--- config.mk ---
export PLATFORM = sky130hd
export DESIGN_NAME = ro_measure_sequencer_flat
export DESIGN_NICKNAME = d
export VERILOG_FILES = /design/src/rtl/ro_seq_pkg.sv /design/src/rtl/ro_measure_sequencer_if.sv /design/src/rtl/ro_seq_timer.sv /design/src/rtl/ro_measure_sequencer.sv /design/src/flat_wrapper.sv
export SDC_FILE = /design/constraint.sdc
export NUM_CORES = 1
export LEC_CHECK = 0
export ABC_CLOCK_PERIOD_IN_PS = 4100
export BUFFER_PORTS_ARGS = -buffer_cell sky130_fd_sc_hd__buf_2
export CAP_MARGIN = 20
export CORE_ASPECT_RATIO = 1.25
export CORE_MARGIN = 2
export CORE_UTILIZATION = 56
export DETAILED_ROUTE_END_ITERATION = 6
export PLACE_DENSITY = 0.83
export SYNTH_ARGS = -nofsm -noshare
export SYNTH_HDL_FRONTEND = slang
export SYNTH_HIERARCHICAL = 1
export SYNTH_SLANG_ARGS = --single-unit
--- constraint.sdc ---
create_clock -name clk -period 4.1 [get_ports clk]
set_input_delay 0.205 -clock clk [delete_from_list [all_inputs] [get_ports clk]]
set_output_delay 0.205 -clock clk [all_outputs]
set_load 0.05 [all_outputs]
--- src/rtl/ro_seq_pkg.sv ---
// Shared state codes, oscillator identifiers and helpers for the ring-oscillator
// measurement sequencer.
package ro_seq_pkg;

   localparam logic [2:0] S_IDLE   = 3'd0;
   localparam logic [2:0] S_SETTLE = 3'd1;
   localparam logic [2:0] S_GATE   = 3'd2;
   localparam logic [2:0] S_HOLD   = 3'd3;
   localparam logic [2:0] S_ACCUM  = 3'd4;
   localparam logic [2:0] S_DONE   = 3'd5;

   localparam logic OSC_INV  = 1'b0;
   localparam logic OSC_NAND = 1'b1;

   function automatic int max3(input int a, input int b, input int c);
      int m;
      m = (a > b) ? a : b;
      return (m > c) ? m : c;
   endfunction

   // A round always measures the inverter ring first when it is enabled.
   function automatic logic first_osc(input logic [1:0] mask);
      return mask[0] ? OSC_INV : OSC_NAND;
   endfunction

endpackage

--- src/rtl/ro_measure_sequencer_if.sv ---
// Control, oscillator and result-handshake signals of the ring-oscillator
// measurement sequencer.
interface ro_measure_sequencer_if #(
   parameter int CNT_W = 16
);
   logic             start;
   logic             continuous;
   logic [1:0]       osc_mask;
   logic [CNT_W-1:0] count;
   logic             osc_en;
   logic             osc_sel;
   logic             cnt_clear;
   logic [CNT_W-1:0] result;
   logic             result_osc;
   logic             result_sat;
   logic             result_valid;
   logic             result_ready;
   logic             busy;
   logic [CNT_W-1:0] min_count;
   logic [CNT_W-1:0] max_count;

   modport master (
      input  start, continuous, osc_mask, count, result_ready,
      output osc_en, osc_sel, cnt_clear, result, result_osc, result_sat,
             result_valid, busy, min_count, max_count
   );

   modport slave (
      output start, continuous, osc_mask, count, result_ready,
      input  osc_en, osc_sel, cnt_clear, result, result_osc, result_sat,
             result_valid, busy, min_count, max_count
   );
endinterface

--- src/rtl/ro_seq_timer.sv ---
// Loadable down-counter shared by the settle, gate and sync phases; zero is
// asserted while the count has run out.
module ro_seq_timer #(
   parameter int W = 4
) (
   input  logic         clk,
   input  logic         reset,
   input  logic         load,
   input  logic [W-1:0] load_val,
   output logic         zero
);
   logic [W-1:0] cnt;

   // NOTE: sequential state is written with non-blocking assignments only, so
   // every flop samples the pre-edge value of every other flop.
   always_ff @(posedge clk or posedge reset) begin
      if (reset)              cnt <= '0;
      else if (load)          cnt <= load_val;
      else if (cnt != '0)     cnt <= cnt - 1'b1;
   end

   assign zero = (cnt == '0);
endmodule

--- src/rtl/ro_measure_sequencer.sv ---
// Ring-oscillator measurement scheduler: settle, gate, sync and accumulate
// 2^NUM_SAMPLES_LOG2 windows per ring. Define RO_SEQ_MINMAX_EN for min/max tracking.
module ro_measure_sequencer
   import ro_seq_pkg::*;
#(
   parameter int CNT_W            = 16,
   parameter int WIN_CYCLES       = 1000,
   parameter int SETTLE_CYCLES    = 16,
   parameter int SYNC_CYCLES      = 3,
   parameter int NUM_SAMPLES_LOG2 = 3
) (
   input logic                    clk,
   input logic                    reset,
   ro_measure_sequencer_if.master bus
);
   localparam int ACC_W   = CNT_W + NUM_SAMPLES_LOG2;
   localparam int IDX_W   = (NUM_SAMPLES_LOG2 > 0) ? NUM_SAMPLES_LOG2 : 1;
   localparam int MAX_CYC = max3(WIN_CYCLES, SETTLE_CYCLES, SYNC_CYCLES);
   localparam int TMR_W   = (MAX_CYC > 1) ? $clog2(MAX_CYC) : 1;
   localparam logic [IDX_W-1:0] IDX_LAST = IDX_W'((1 << NUM_SAMPLES_LOG2) - 1);

   logic [2:0]       state;
   logic [1:0]       mask_q;
   logic             osc_sel;
   logic [ACC_W-1:0] acc;
   logic [IDX_W-1:0] idx;
   logic             sat;
   logic [CNT_W-1:0] result;
   logic             result_osc;
   logic             result_sat;

   logic             batch_start;
   logic             next_sel;
   logic             last_win;
   logic [ACC_W-1:0] acc_sum;
   logic             sat_nxt;
   logic             tmr_load;
   logic [TMR_W-1:0] tmr_val;
   logic             tmr_zero;

   assign last_win = (idx == IDX_LAST);
   assign acc_sum  = acc + ACC_W'(bus.count);
   assign sat_nxt  = sat | (bus.count == '1);

   // NOTE: every always_comb output gets a default first so no path leaves it
   // unassigned, which would otherwise infer a latch.
   always_comb begin
      batch_start = 1'b0;
      next_sel    = osc_sel;
      if (state == S_IDLE && bus.start && bus.osc_mask != 2'b00) begin
         batch_start = 1'b1;
         next_sel    = first_osc(bus.osc_mask);
      end else if (state == S_DONE && bus.result_ready) begin
         // Rings run in bit order, so only the inverter batch can have a successor.
         if (osc_sel == OSC_INV && mask_q[1]) begin
            batch_start = 1'b1;
            next_sel    = OSC_NAND;
         end else if (bus.continuous) begin
            batch_start = 1'b1;
            next_sel    = first_osc(mask_q);
         end
      end
   end

   always_comb begin
      tmr_load = batch_start || (state == S_ACCUM && !last_win) ||
                 (tmr_zero && (state == S_SETTLE || state == S_GATE));
      case (state)
         S_SETTLE: tmr_val = TMR_W'(WIN_CYCLES - 1);
         S_GATE:   tmr_val = TMR_W'(SYNC_CYCLES - 1);
         default:  tmr_val = TMR_W'(SETTLE_CYCLES - 1);
      endcase
   end

   ro_seq_timer #(.W(TMR_W)) u_timer (
      .clk      (clk),
      .reset    (reset),
      .load     (tmr_load),
      .load_val (tmr_val),
      .zero     (tmr_zero)
   );

   always_ff @(posedge clk or posedge reset) begin
      if (reset) begin
         state      <= S_IDLE;
         mask_q     <= 2'b00;
         osc_sel    <= OSC_INV;
         acc        <= '0;
         idx        <= '0;
         sat        <= 1'b0;
         result     <= '0;
         result_osc <= 1'b0;
         result_sat <= 1'b0;
      end else if (batch_start) begin
         if (state == S_IDLE) mask_q <= bus.osc_mask;
         osc_sel <= next_sel;
         acc     <= '0;
         idx     <= '0;
         sat     <= 1'b0;
         state   <= S_SETTLE;
      end else begin
         case (state)
            S_IDLE:   ;
            S_SETTLE: if (tmr_zero) state <= S_GATE;
            S_GATE:   if (tmr_zero) state <= S_HOLD;
            S_HOLD:   if (tmr_zero) state <= S_ACCUM;
            S_ACCUM: begin
               acc <= acc_sum;
               sat <= sat_nxt;
               idx <= idx + 1'b1;
               if (last_win) begin
                  result     <= CNT_W'(acc_sum >> NUM_SAMPLES_LOG2);
                  result_osc <= osc_sel;
                  result_sat <= sat_nxt;
                  state      <= S_DONE;
               end else begin
                  state <= S_SETTLE;
               end
            end
            S_DONE:   if (bus.result_ready) state <= S_IDLE;
            default:  state <= S_IDLE;
         endcase
      end
   end

`ifdef RO_SEQ_MINMAX_EN
   logic [CNT_W-1:0] min_q, max_q, min_out, max_out, min_nxt, max_nxt;

   assign min_nxt = (bus.count < min_q) ? bus.count : min_q;
   assign max_nxt = (bus.count > max_q) ? bus.count : max_q;

   always_ff @(posedge clk or posedge reset) begin
      if (reset) begin
         min_q   <= '1;
         max_q   <= '0;
         min_out <= '0;
         max_out <= '0;
      end else if (batch_start) begin
         min_q <= '1;
         max_q <= '0;
      end else if (state == S_ACCUM) begin
         min_q <= min_nxt;
         max_q <= max_nxt;
         if (last_win) begin
            min_out <= min_nxt;
            max_out <= max_nxt;
         end
      end
   end

   assign bus.min_count = min_out;
   assign bus.max_count = max_out;
`else
   assign bus.min_count = '0;
   assign bus.max_count = '0;
`endif

   // Outputs decode straight from the state flop so reset drops them at once.
   assign bus.osc_en       = (state == S_SETTLE) || (state == S_GATE);
   assign bus.cnt_clear    = (state == S_IDLE) || (state == S_SETTLE) || (state == S_DONE);
   assign bus.osc_sel      = osc_sel;
   assign bus.result       = result;
   assign bus.result_osc   = result_osc;
   assign bus.result_sat   = result_sat;
   assign bus.result_valid = (state == S_DONE);
   assign bus.busy         = (state != S_IDLE);
endmodule

--- src/flat_wrapper.sv ---
// flat-port wrapper written by rule: the top's interface ports become plain ports
module ro_measure_sequencer_flat import ro_seq_pkg::*;
#(
   parameter int CNT_W            = 16,
   parameter int WIN_CYCLES       = 1000,
   parameter int SETTLE_CYCLES    = 16,
   parameter int SYNC_CYCLES      = 3,
   parameter int NUM_SAMPLES_LOG2 = 3
)
  (clk, reset, bus_start, bus_continuous, bus_osc_mask, bus_count, bus_result_ready, bus_osc_en, bus_osc_sel, bus_cnt_clear, bus_result, bus_result_osc, bus_result_sat, bus_result_valid, bus_busy, bus_min_count, bus_max_count);
  ro_measure_sequencer_if #(.CNT_W(CNT_W)) bus_i ();
  input logic clk;
  input logic reset;
  input wire logic [$bits(bus_i.start)-1:0] bus_start;
  input wire logic [$bits(bus_i.continuous)-1:0] bus_continuous;
  input wire logic [$bits(bus_i.osc_mask)-1:0] bus_osc_mask;
  input wire logic [$bits(bus_i.count)-1:0] bus_count;
  input wire logic [$bits(bus_i.result_ready)-1:0] bus_result_ready;
  output wire logic [$bits(bus_i.osc_en)-1:0] bus_osc_en;
  output wire logic [$bits(bus_i.osc_sel)-1:0] bus_osc_sel;
  output wire logic [$bits(bus_i.cnt_clear)-1:0] bus_cnt_clear;
  output wire logic [$bits(bus_i.result)-1:0] bus_result;
  output wire logic [$bits(bus_i.result_osc)-1:0] bus_result_osc;
  output wire logic [$bits(bus_i.result_sat)-1:0] bus_result_sat;
  output wire logic [$bits(bus_i.result_valid)-1:0] bus_result_valid;
  output wire logic [$bits(bus_i.busy)-1:0] bus_busy;
  output wire logic [$bits(bus_i.min_count)-1:0] bus_min_count;
  output wire logic [$bits(bus_i.max_count)-1:0] bus_max_count;
  assign bus_i.start = bus_start;
  assign bus_i.continuous = bus_continuous;
  assign bus_i.osc_mask = bus_osc_mask;
  assign bus_i.count = bus_count;
  assign bus_i.result_ready = bus_result_ready;
  assign bus_osc_en = bus_i.osc_en;
  assign bus_osc_sel = bus_i.osc_sel;
  assign bus_cnt_clear = bus_i.cnt_clear;
  assign bus_result = bus_i.result;
  assign bus_result_osc = bus_i.result_osc;
  assign bus_result_sat = bus_i.result_sat;
  assign bus_result_valid = bus_i.result_valid;
  assign bus_busy = bus_i.busy;
  assign bus_min_count = bus_i.min_count;
  assign bus_max_count = bus_i.max_count;
  ro_measure_sequencer #(.CNT_W(CNT_W), .WIN_CYCLES(WIN_CYCLES), .SETTLE_CYCLES(SETTLE_CYCLES), .SYNC_CYCLES(SYNC_CYCLES), .NUM_SAMPLES_LOG2(NUM_SAMPLES_LOG2)) u_core (.clk(clk), .reset(reset), .bus(bus_i));
endmodule
# == Word level (Yosys, flattened, before mapping) ==
# Index checks and enable logic that the tools add are counted.
# totals
in_bits,23
out_inout_bits,55
elab_cells,79
register_bits,57
# classes
n_reduce_logical,25
muxes,26
eq_ne,12
bitwise,3
n_addsub,3
# ops
cell,n
2-to-1 mux 19 bit,2
2-to-1 mux 3 bit,8
2-to-1 mux 10 bit,2
one-hot mux 10 bit (2 select lines),1
adder 19 x 16 -> 19 bit,1
one-hot mux 3 bit (6 select lines),1
equality test 16 bit (second input constant),1
2-to-1 mux 1 bit,12
logical NOT 10 bit,1
nonzero test 10 bit,1
subtractor 10 x 1 -> 10 bit (second input constant),1
equality test 3 bit (second input constant),3
!= test 3 x 1 -> 1 bit (second input constant),3
nonzero test 2 bit,4
equality test 3 x 2 -> 1 bit (second input constant),2
logical AND 1 bit,6
AND reduction 3 bit,2
nonzero test 3 bit,2
logical OR 1 bit,5
AND reduction 5 bit,1
adder 3 x 1 -> 3 bit (second input constant),1
equality test 3 x 1 -> 1 bit (second input constant),1
logical NOT 3 bit,1
!= test 3 x 2 -> 1 bit (second input constant),1
5 further kinds,6

# == Depth between registers and ports, before layout ==
# Gate-level depths: netlist (run 1).
# logic_depth
depth_word,8
depth_mapped,13
ltp_nobuf,10

# == Hierarchy ==
# Netlist (run 1), hierarchy kept.
# modules_own_cells
module,instances,seq_area_each_um2,area_per_inst_um2,cells_each
ro_measure_sequencer,1,1176.1,3100.5,357
ro_seq_timer,1,250.2,693.2,76

# == Worst setup path before layout (run 1) ==
# No wires, ideal clock.
# synth_path
path_type,register to register
start,register u_core.state[1]
end,register u_core.u_timer.cnt[7]
period_less_slack_ps,2890
path_buffers,3
setup_ps,94
arrival_time_ps,2796
stages_incl_launch_ff,13
t_required_ps,4006
slack_ps,1210
cell_sequence,dfrtp_1 > buf_2 > nand2b_1 > nor2_1 > o211ai_1 > nand2_4 > inv_2 > o211ai_1 > clkbuf_1 > clkbuf_1 > nor2_1 > o41a_1 > a211oi_1
# synth_between
elab_chain_len,7
elab_cells_between_ends,18
classes_between,4 x eq/ne; 4 x mux; 10 x reduce/logical
# synth_rtl
item,line,rtl
start: declaration,ro_measure_sequencer.sv:22,logic [2:0] state;
start signal: assignment,ro_measure_sequencer.sv:85,state <= S_IDLE;
start signal: assignment,ro_measure_sequencer.sv:100,state <= S_SETTLE;
start signal: assignment,ro_measure_sequencer.sv:104,S_SETTLE: if (tmr_zero) state <= S_GATE;
equality test 3 bit (*),-,
via bus_result_valid,flat_wrapper.sv:25,output wire logic [$bits(bus_i.result_valid)-1:0] bus_result_valid;
logical AND 1 bit (*),ro_measure_sequencer.sv:53,end else if (state == S_DONE && bus.result_ready) begin
2-to-1 mux 1 bit (*),ro_measure_sequencer.sv:53,
2-to-1 mux 1 bit (*),ro_measure_sequencer.sv:50,if (state == S_IDLE && bus.start && bus.osc_mask != 2'b00) begin
logical OR 1 bit (*) (2 in series),ro_measure_sequencer.sv:66,tmr_load = batch_start || (state == S_ACCUM && !last_win) ||
via u_core.tmr_load,ro_measure_sequencer.sv:37,logic tmr_load;
2-to-1 mux 10 bit or nonzero test 2 bit (tied branches),-,
end signal: assignment,ro_seq_timer.sv:18,else if (load) cnt <= load_val;
end signal: assignment,ro_seq_timer.sv:19,else if (cnt != '0) cnt <= cnt - 1'b1;
end: declaration,ro_seq_timer.sv:12,logic [W-1:0] cnt;
# Mark *: on every way through the listed nets, which the timed path passes. The rest lies on a longest branch.
# A chain may end at the register's enable or synchronous reset.

# == Worst setup path after layout (run 1) ==
# layout_path
start,register u_core.u_timer.cnt[0]
end,register u_core.u_timer.cnt[5]
# layout_between
elab_chain_len,4
elab_cells_between_ends,8
classes_between,1 x add/sub; 2 x mux; 5 x reduce/logical
# layout_rtl
item,line,rtl
logical NOT 10 bit (*),ro_seq_timer.sv:22,assign zero = (cnt == '0);
via u_core.tmr_zero,ro_measure_sequencer.sv:39,logic tmr_zero;
logical AND 1 bit (*),ro_measure_sequencer.sv:67,(tmr_zero && (state == S_SETTLE || state == S_GATE));
logical OR 1 bit (*),ro_measure_sequencer.sv:66,
via u_core.tmr_load,ro_measure_sequencer.sv:37,
2-to-1 mux 10 bit or nonzero test 2 bit (tied branches),-,
# Mark *: on every way through the listed nets, which the timed path passes. The rest lies on a longest branch. The select of a mux whose other input is x is not followed.

==> results of run 1 <==
[stage by stage]
stage | utilization, % | cell area [um2]
after floorplan | - | 3910
after global placement | 59.5 | 3900
after CTS | 62.3 | 4090
final | 63.0 | 4140
after global routing | 63.0 | 4140
after detailed placement | 59.5 | 3900
[flip-flops by register name, indices dropped and copies added (netlist names), 2 cells and up]
| name | flops |
|---|---|
| u_core/bus.result | 16 |
| u_core/state | 3 |
| u_core/acc | 19 |
| u_core/mask_q | 2 |
| u_core/u_timer/cnt | 10 |
| u_core/idx | 3 |
[cell families (layout without fill, tap and decap cells)]
kind of cell,count (synthesis),count (layout),share of synthesized area [%]
simple gates,145,145,19.5
compound gates,117,117,20.4
buf+inv,74,84,11.2
flops,57,57,37.6
fa+ha+maj,20,20,6.79
xor+xnor,17,17,3.92
other cells,2,34,0.198
mux,1,1,0.297
[report_power, final]
part	total (mW)	internal, mW	switching (mW)
logic	0.668	0.247	0.421
clock network	0.483	0.274	0.208
registers	0.786	0.664	0.123
total	1.94	1.18	0.752
[synth_stat cells (10+ instances only)]
master,number
sky130_fd_sc_hd__nand2_1,60
sky130_fd_sc_hd__ha_1,19
sky130_fd_sc_hd__dfrtp_1,57
sky130_fd_sc_hd__o21ai_0,25
sky130_fd_sc_hd__o21ai_1,25
sky130_fd_sc_hd__xnor2_1,10
sky130_fd_sc_hd__a21oi_1,18
sky130_fd_sc_hd__nand3_1,13
sky130_fd_sc_hd__nor2_1,20
sky130_fd_sc_hd__inv_1,18
sky130_fd_sc_hd__clkbuf_1,13
sky130_fd_sc_hd__buf_4,32
[worst reg2reg max path, stage by stage (launching register included)]
cell and delay, ps:
sky130_fd_sc_hd__dfrtp_1 400, sky130_fd_sc_hd__inv_1 90, sky130_fd_sc_hd__ha_1 230, sky130_fd_sc_hd__or4b_1 600
sky130_fd_sc_hd__nor3_2 320, sky130_fd_sc_hd__nor2b_1 260, sky130_fd_sc_hd__a21oi_1 90, sky130_fd_sc_hd__o211ai_1 180
sky130_fd_sc_hd__buf_4 240, sky130_fd_sc_hd__nor2_1 60, sky130_fd_sc_hd__o21a_1 100, sky130_fd_sc_hd__nor4_1 270
[final cells by class]
class                           instances  area, um2  area share [%]
Clock buffer                           11        131            3.18
Timing Repair Buffer                   49        290            7.02
Clock inverter                          4       45.0            1.09
Tap cell                               87        109            2.63
Inverter                               20       75.1            1.81
Sequential cell                        57       1430            34.5
Multi-Input combinational cell        334       2060            49.8
[metal layers]
metal  share of wire, %  track usage (%)  vias to the layer above
met4                1.6             6.40                        0
met5                  0                0                        -
met3                3.8             4.13                       14
li1                   -                -                     1538
met2                 53             41.4                       73
met1                 42             27.4                     1476
[what timing repair did]
item                      4_1_cts  5_1_grt
gates resized for setup         0        0
buffers inserted                0        0
hold buffers                    1        0
hold endpoints to repair       10        0
[path summary, 6_finish.rpt]
kind / from / end
max: u_core/u_timer/cnt[0] / u_core/u_timer/cnt[5]
min: bus_osc_mask[1] / u_core/mask_q[1]
max reg2reg: u_core/u_timer/cnt[0] / u_core/u_timer/cnt[5]
min reg2reg: u_core/mask_q[0] / u_core/mask_q[0]
max in group asynchronous: reset / u_core/bus.result_osc
min in group asynchronous: reset / u_core/bus.result[6]
==> flow_summary.ini, run 1 <==
[yosys]
syn_avg_cell_area_um2 = 8.76
synth.yosys.seq_area_share_pct = 37.6
post_synth_inst_count = 433
synthFlopType = sky130_fd_sc_hd__dfrtp_1
synth-edff-count = 0
synth_area_leaders = sky130_fd_sc_hd__dfrtp_1, sky130_fd_sc_hd__buf_4, sky130_fd_sc_hd__ha_1
synth_top_area_share_pct = 37.6
synthesis.yosys.warnings = 6
synth_cell_type_count = 67
synth_async_sr_flop_share_pct = 100
synth.ff_latch_count = 57
synthDominantAreaCellType = sky130_fd_sc_hd__dfrtp_1
syn_area_mm2 = 0.00379

[placed_design]
detailed_place_hpwl_um = 5810
place_inst = 544
final_weighted_congestion_of_routability_driven_global_placement = 0.885
numPortBuffers = 45
detailedPlace.worstSlack_ps = 1180

[final_layout]
n_fill_cell = 575
layout-drive-gt1-share_pct = 17.7
area_growth_pct = 9.07
fin_nets = 514
layout_common_cells = sky130_fd_sc_hd__nand2_1, sky130_fd_sc_hd__dfrtp_1, sky130_fd_sc_hd__buf_2
mostFrequentLayoutCell = sky130_fd_sc_hd__nand2_1
antennaDiodeCount = 0
fin_cells = 562

[critical_path]
cp.required_ps = 4330
crit_path_end_kind = flip-flop
worst-path-stages = 11
timing.critical_path.arrival_ps = 3170
crit_family = simple AND/OR/NAND/NOR gates
ff2ff_setup_slack_ps = 1160
critical-path-slowest-cell = sky130_fd_sc_hd__or4b_1
crit_path_start_kind = flip-flop
crit_type = reg2reg
cp_cell_sequence = inv_1 -> ha_1 -> or4b_1 -> nor3_2 -> nor2b_1 -> a21oi_1 -> o211ai_1 -> buf_4 -> nor2_1 -> o21a_1 -> nor4_1
r2r_cells = 11
worstPathBufferInverterCount = 2
cp_slowest_stage_delay_ps = 600
timing.critical_path.fanout_max = 17

[drt]
routed_length_per_placed_instance_um = 13.9
post_detailed_route_drc_marker_count = 0
drt_pre_antenna_iters = 4
starting_drt_drc_count = 163
detail-route-antenna-nets = 0
overall_via_count_from_detail_route = 3101
drt-total-wl_um = 7840
vias_per_cell = 5.52

[global_route]
number_of_global_route_vias_before_repair = 2936
antenna_violations_before_repair = 0
groute.usage.overall_pct = 22.7
largest_net_degree_at_the_start_of_global_routing = 48
grt.overflow.total = 0
global_route_wire_length_before_repair_um = 13400

[timing]
holdWs_ps = 137
maxSlewViolCount = 0
finalSetupTns_ps = 0
fin_crit_sh_pct = 71.8
timing.fmax_ghz = 0.340
postLayoutSetupSlackWorst_ps = 1160
worst_slew_margin_rel_pct = 28.7
timing_worst_slew_pin_value_ps = 1070
unrepaired_setup_endpoints_after_global_routing = no
setup_viol = 0
timing_hold_violations_final = 0
finClkSkew_ps = 9.22
layout_min_cycle_time_ps = 2940

[pwr]
p_per_area_mw_per_mm2 = 468
vdd_ir_drop_max_uv = 309
cellLeakagePower_nw = 1.92
total_power_mw = 1.94

[hold_path]
holdCritPathClass = in2reg
whs_path_depth = 3

[clocking]
numClockSinks = 57
numCtsBuffers = 9
cts.clk_slew.worst_paths_ps = 70
tritoncts_clock_tree = built
insertion_delay_ps = 330
clockBufferDepth = 2
cts.root.buffer_cell = sky130_fd_sc_hd__clkbuf_8
htree_num_levels = 3

[run]
drv_cap = 0

[die]
dieHeight_um = 96.0
die_x_um = 77.6
io_count = 78
design.core.area_mm2 = 0.00657
floorplan_die_area_mm2 = 0.00745
floorplan.initialDensity_pct = 57.8
row_count = 33

[status]
status = complete, no violations
(Power assumes the default switching activity.)
==> run 2, diff against run 1 <==
--- a/config.mk
+++ b/config.mk
@@ -5,14 +5,14 @@
 export SDC_FILE = /design/constraint.sdc
 export NUM_CORES = 1
 export LEC_CHECK = 0
-export ABC_CLOCK_PERIOD_IN_PS = 4100
+export ABC_CLOCK_PERIOD_IN_PS = 2700
 export BUFFER_PORTS_ARGS = -buffer_cell sky130_fd_sc_hd__buf_2
 export CAP_MARGIN = 20
 export CORE_ASPECT_RATIO = 1.25
 export CORE_MARGIN = 2
-export CORE_UTILIZATION = 56
+export CORE_UTILIZATION = 50
 export DETAILED_ROUTE_END_ITERATION = 6
-export PLACE_DENSITY = 0.83
+export PLACE_DENSITY = 0.79
 export SYNTH_ARGS = -nofsm -noshare
 export SYNTH_HDL_FRONTEND = slang
 export SYNTH_HIERARCHICAL = 1
==> constraint.sdc (replaced) <==
create_clock -name clk -period 2.7 [get_ports clk]
set_input_delay 0.135 -clock clk [delete_from_list [all_inputs] [get_ports clk]]
set_output_delay 0.135 -clock clk [all_outputs]
set_load 0.05 [all_outputs]
==> run 2 against run 1 <==
Highest routed layer unchanged; critical endpoint is now u_core/u_timer/cnt[7]; count of clock-buffer cells in the layout is 3 higher; total power is 52% higher; largest cell class unchanged; sequential cell count stayed put.
==> flow_summary.ini, run 2 (synthesized netlist as in run 1, its figures left out) <==
[status]
status = complete, no violations

[clocking]
cts.clk_slew.worst_paths_ps = 60
numClockSinks = 57
numCtsBuffers = 9
cts.root.buffer_cell = sky130_fd_sc_hd__clkbuf_8
htree_num_levels = 3
clockBufferDepth = 2
insertion_delay_ps = 330
tritoncts_clock_tree = built

[critical_path]
crit_path_end_kind = flip-flop
timing.critical_path.arrival_ps = 2790
critical_path.endpoint = u_core/u_timer/cnt[7]
r2r_cells = 11
worst_r2r_endpoint = u_core/u_timer/cnt[7]
timing.critical_path.from = u_core/u_timer/cnt[0]
cp_cell_sequence = inv_1 -> ha_1 -> or4b_4 -> nor3_4 -> nor2b_4 -> a21oi_1 -> o211ai_1 -> buf_4 -> clkbuf_4 -> nor2b_1 -> a211oi_1
crit_family = simple AND/OR/NAND/NOR gates
cp_slowest_stage_delay_ps = 490
crit_path_start_kind = flip-flop
worst-path-stages = 11
critical-path-slowest-cell = sky130_fd_sc_hd__or4b_4
critical_path.reg2reg.startpoint = u_core/u_timer/cnt[0]
timing.critical_path.fanout_max = 7
crit_type = reg2reg
cp.required_ps = 2940
worstPathBufferInverterCount = 3
ff2ff_setup_slack_ps = 150

[pwr]
p_per_area_mw_per_mm2 = 700
cellLeakagePower_nw = 1.96
internal_power_mw = 1.78
swShare_pct = 39.5
power.net_switching_mw = 1.17
clock_power_share_pct = 23.5
vdd_ir_drop_max_uv = 421
total_power_mw = 2.95
combinationalPowerShare_pct = 35.7
seq_power_share_pct = 40.8

[timing]
worst_slew_margin_rel_pct = 45.4
timing_hold_violations_final = 0
layout_min_cycle_time_ps = 2550
setup_viol = 0
postLayoutSetupSlackWorst_ps = 151
finClkSkew_ps = 5.11
maxSlewViolCount = 0
timing_worst_slew_pin_value_ps = 807
fin_crit_sh_pct = 94.4
holdWs_ps = 68.1
timing.fmax_ghz = 0.392
finalSetupTns_ps = 0

[global_route]
global_route_wire_length_before_repair_um = 13800
number_of_global_route_vias_before_repair = 3098
antenna_violations_before_repair = 0
largest_net_degree_at_the_start_of_global_routing = 48
groute.usage.overall_pct = 21.4
grt.overflow.total = 0

[die]
io_count = 78
design.core.area_mm2 = 0.00736
row_count = 35
floorplan.initialDensity_pct = 51.6
die_x_um = 81.9
dieHeight_um = 101
floorplan_die_area_mm2 = 0.00830

[final_layout]
layout.cell_area.non_filler_mm2 = 0.00422
largest_register_ff_count = 19
fin_nets = 524
antennaDiodeCount = 0
largest-register = u_core/acc
n_fill_cell = 681
area_growth_pct = 11.1
fin_cells = 576
layout_common_cells = sky130_fd_sc_hd__nand2_1, sky130_fd_sc_hd__dfrtp_1, sky130_fd_sc_hd__buf_2
reg_top3 = u_core/acc (19), u_core/bus.result (16), u_core/u_timer/cnt (10)
mostFrequentLayoutCell = sky130_fd_sc_hd__nand2_1
final_core_util_pct = 57.3
layout-drive-gt1-share_pct = 19.8

[placed_design]
final_weighted_congestion_of_routability_driven_global_placement = 0.924
place_inst = 555
placed_area_mm2 = 0.00396
detailedPlace.worstSlack_ps = 138
numPortBuffers = 45
detailed_place_hpwl_um = 6050

[run]
drv_cap = 0

[drt]
vias_per_cell = 5.40
post_detailed_route_drc_marker_count = 0
drt_pre_antenna_iters = 4
drt-total-wl_um = 8350
starting_drt_drc_count = 138
routed_length_per_placed_instance_um = 14.5
overall_via_count_from_detail_route = 3112
detail-route-antenna-nets = 0

[hold_path]
holdCritPathClass = in2reg
## run 2: changes by cell type in the layout (fill, tap and decap cells not counted), sizes merged
| cell | previous run | this run |
|---|---|---|
| buf | 48 | 57 |
| clkbuf | 11 | 15 |
| clkinv | 3 | 0 |
| bufinv | 1 | 0 |
## run 2: power by group through the flow
stage               combinational (mW)  clock, mW  sequential, mW
floorplan                        0.934          0            1.13
global placement                 0.981          0            1.19
detailed placement                1.02          0            1.21
CTS                               1.02      0.717            1.20
global route                      1.17      0.756            1.23
finish                            1.05      0.694            1.20
## run 2: worst min-delay path by stage
stage                          from                    end  slack [ps]  cells after the start
CTS                 bus_osc_mask[1]       u_core/mask_q[1]          50                      3
floorplan                     reset  u_core/u_timer/cnt[0]         -20                      1
detailed placement            reset  u_core/u_timer/cnt[5]         170                      2
global route        bus_osc_mask[1]       u_core/mask_q[1]          80                      3
finish              bus_osc_mask[1]       u_core/mask_q[1]          70                      3
global placement              reset  u_core/u_timer/cnt[5]         150                      2
## run 2: cell type report
class / instances / area (um2) / share of cell area, %
Tap cell: 92 / 115 / 2.73
Multi-Input combinational cell: 334 / 2090 / 49.5
Timing Repair Buffer: 59 / 349 / 8.28
Clock buffer: 14 / 163 / 3.86
Sequential cell: 57 / 1430 / 33.8
Inverter: 20 / 75.1 / 1.78
## run 2: routing by layer
| metal | GRT usage, % | up-vias | routed length [um] |
|---|---|---|---|
| li1 | - | 1555 | - |
| met1 | 25.0 | 1451 | 3390 |
| met2 | 37.2 | 92 | 4440 |
| met3 | 4.28 | 14 | 373 |
| met4 | 10.0 | 0 | 146 |
| met5 | 0 | - | 0 |
## run 2: what timing repair did
item / CTS / global route
setup buffers: 0 / 4
hold endpoints to repair: 10 / 0
gates resized for setup: 0 / 6
setup endpoints to repair: 0 / 5
hold buffers: 1 / 0
## run 2: tightest hold or removal path: stages
cell and delay (ps):
sky130_fd_sc_hd__buf_2 100, sky130_fd_sc_hd__nand2_1 60, sky130_fd_sc_hd__nand2_1 60
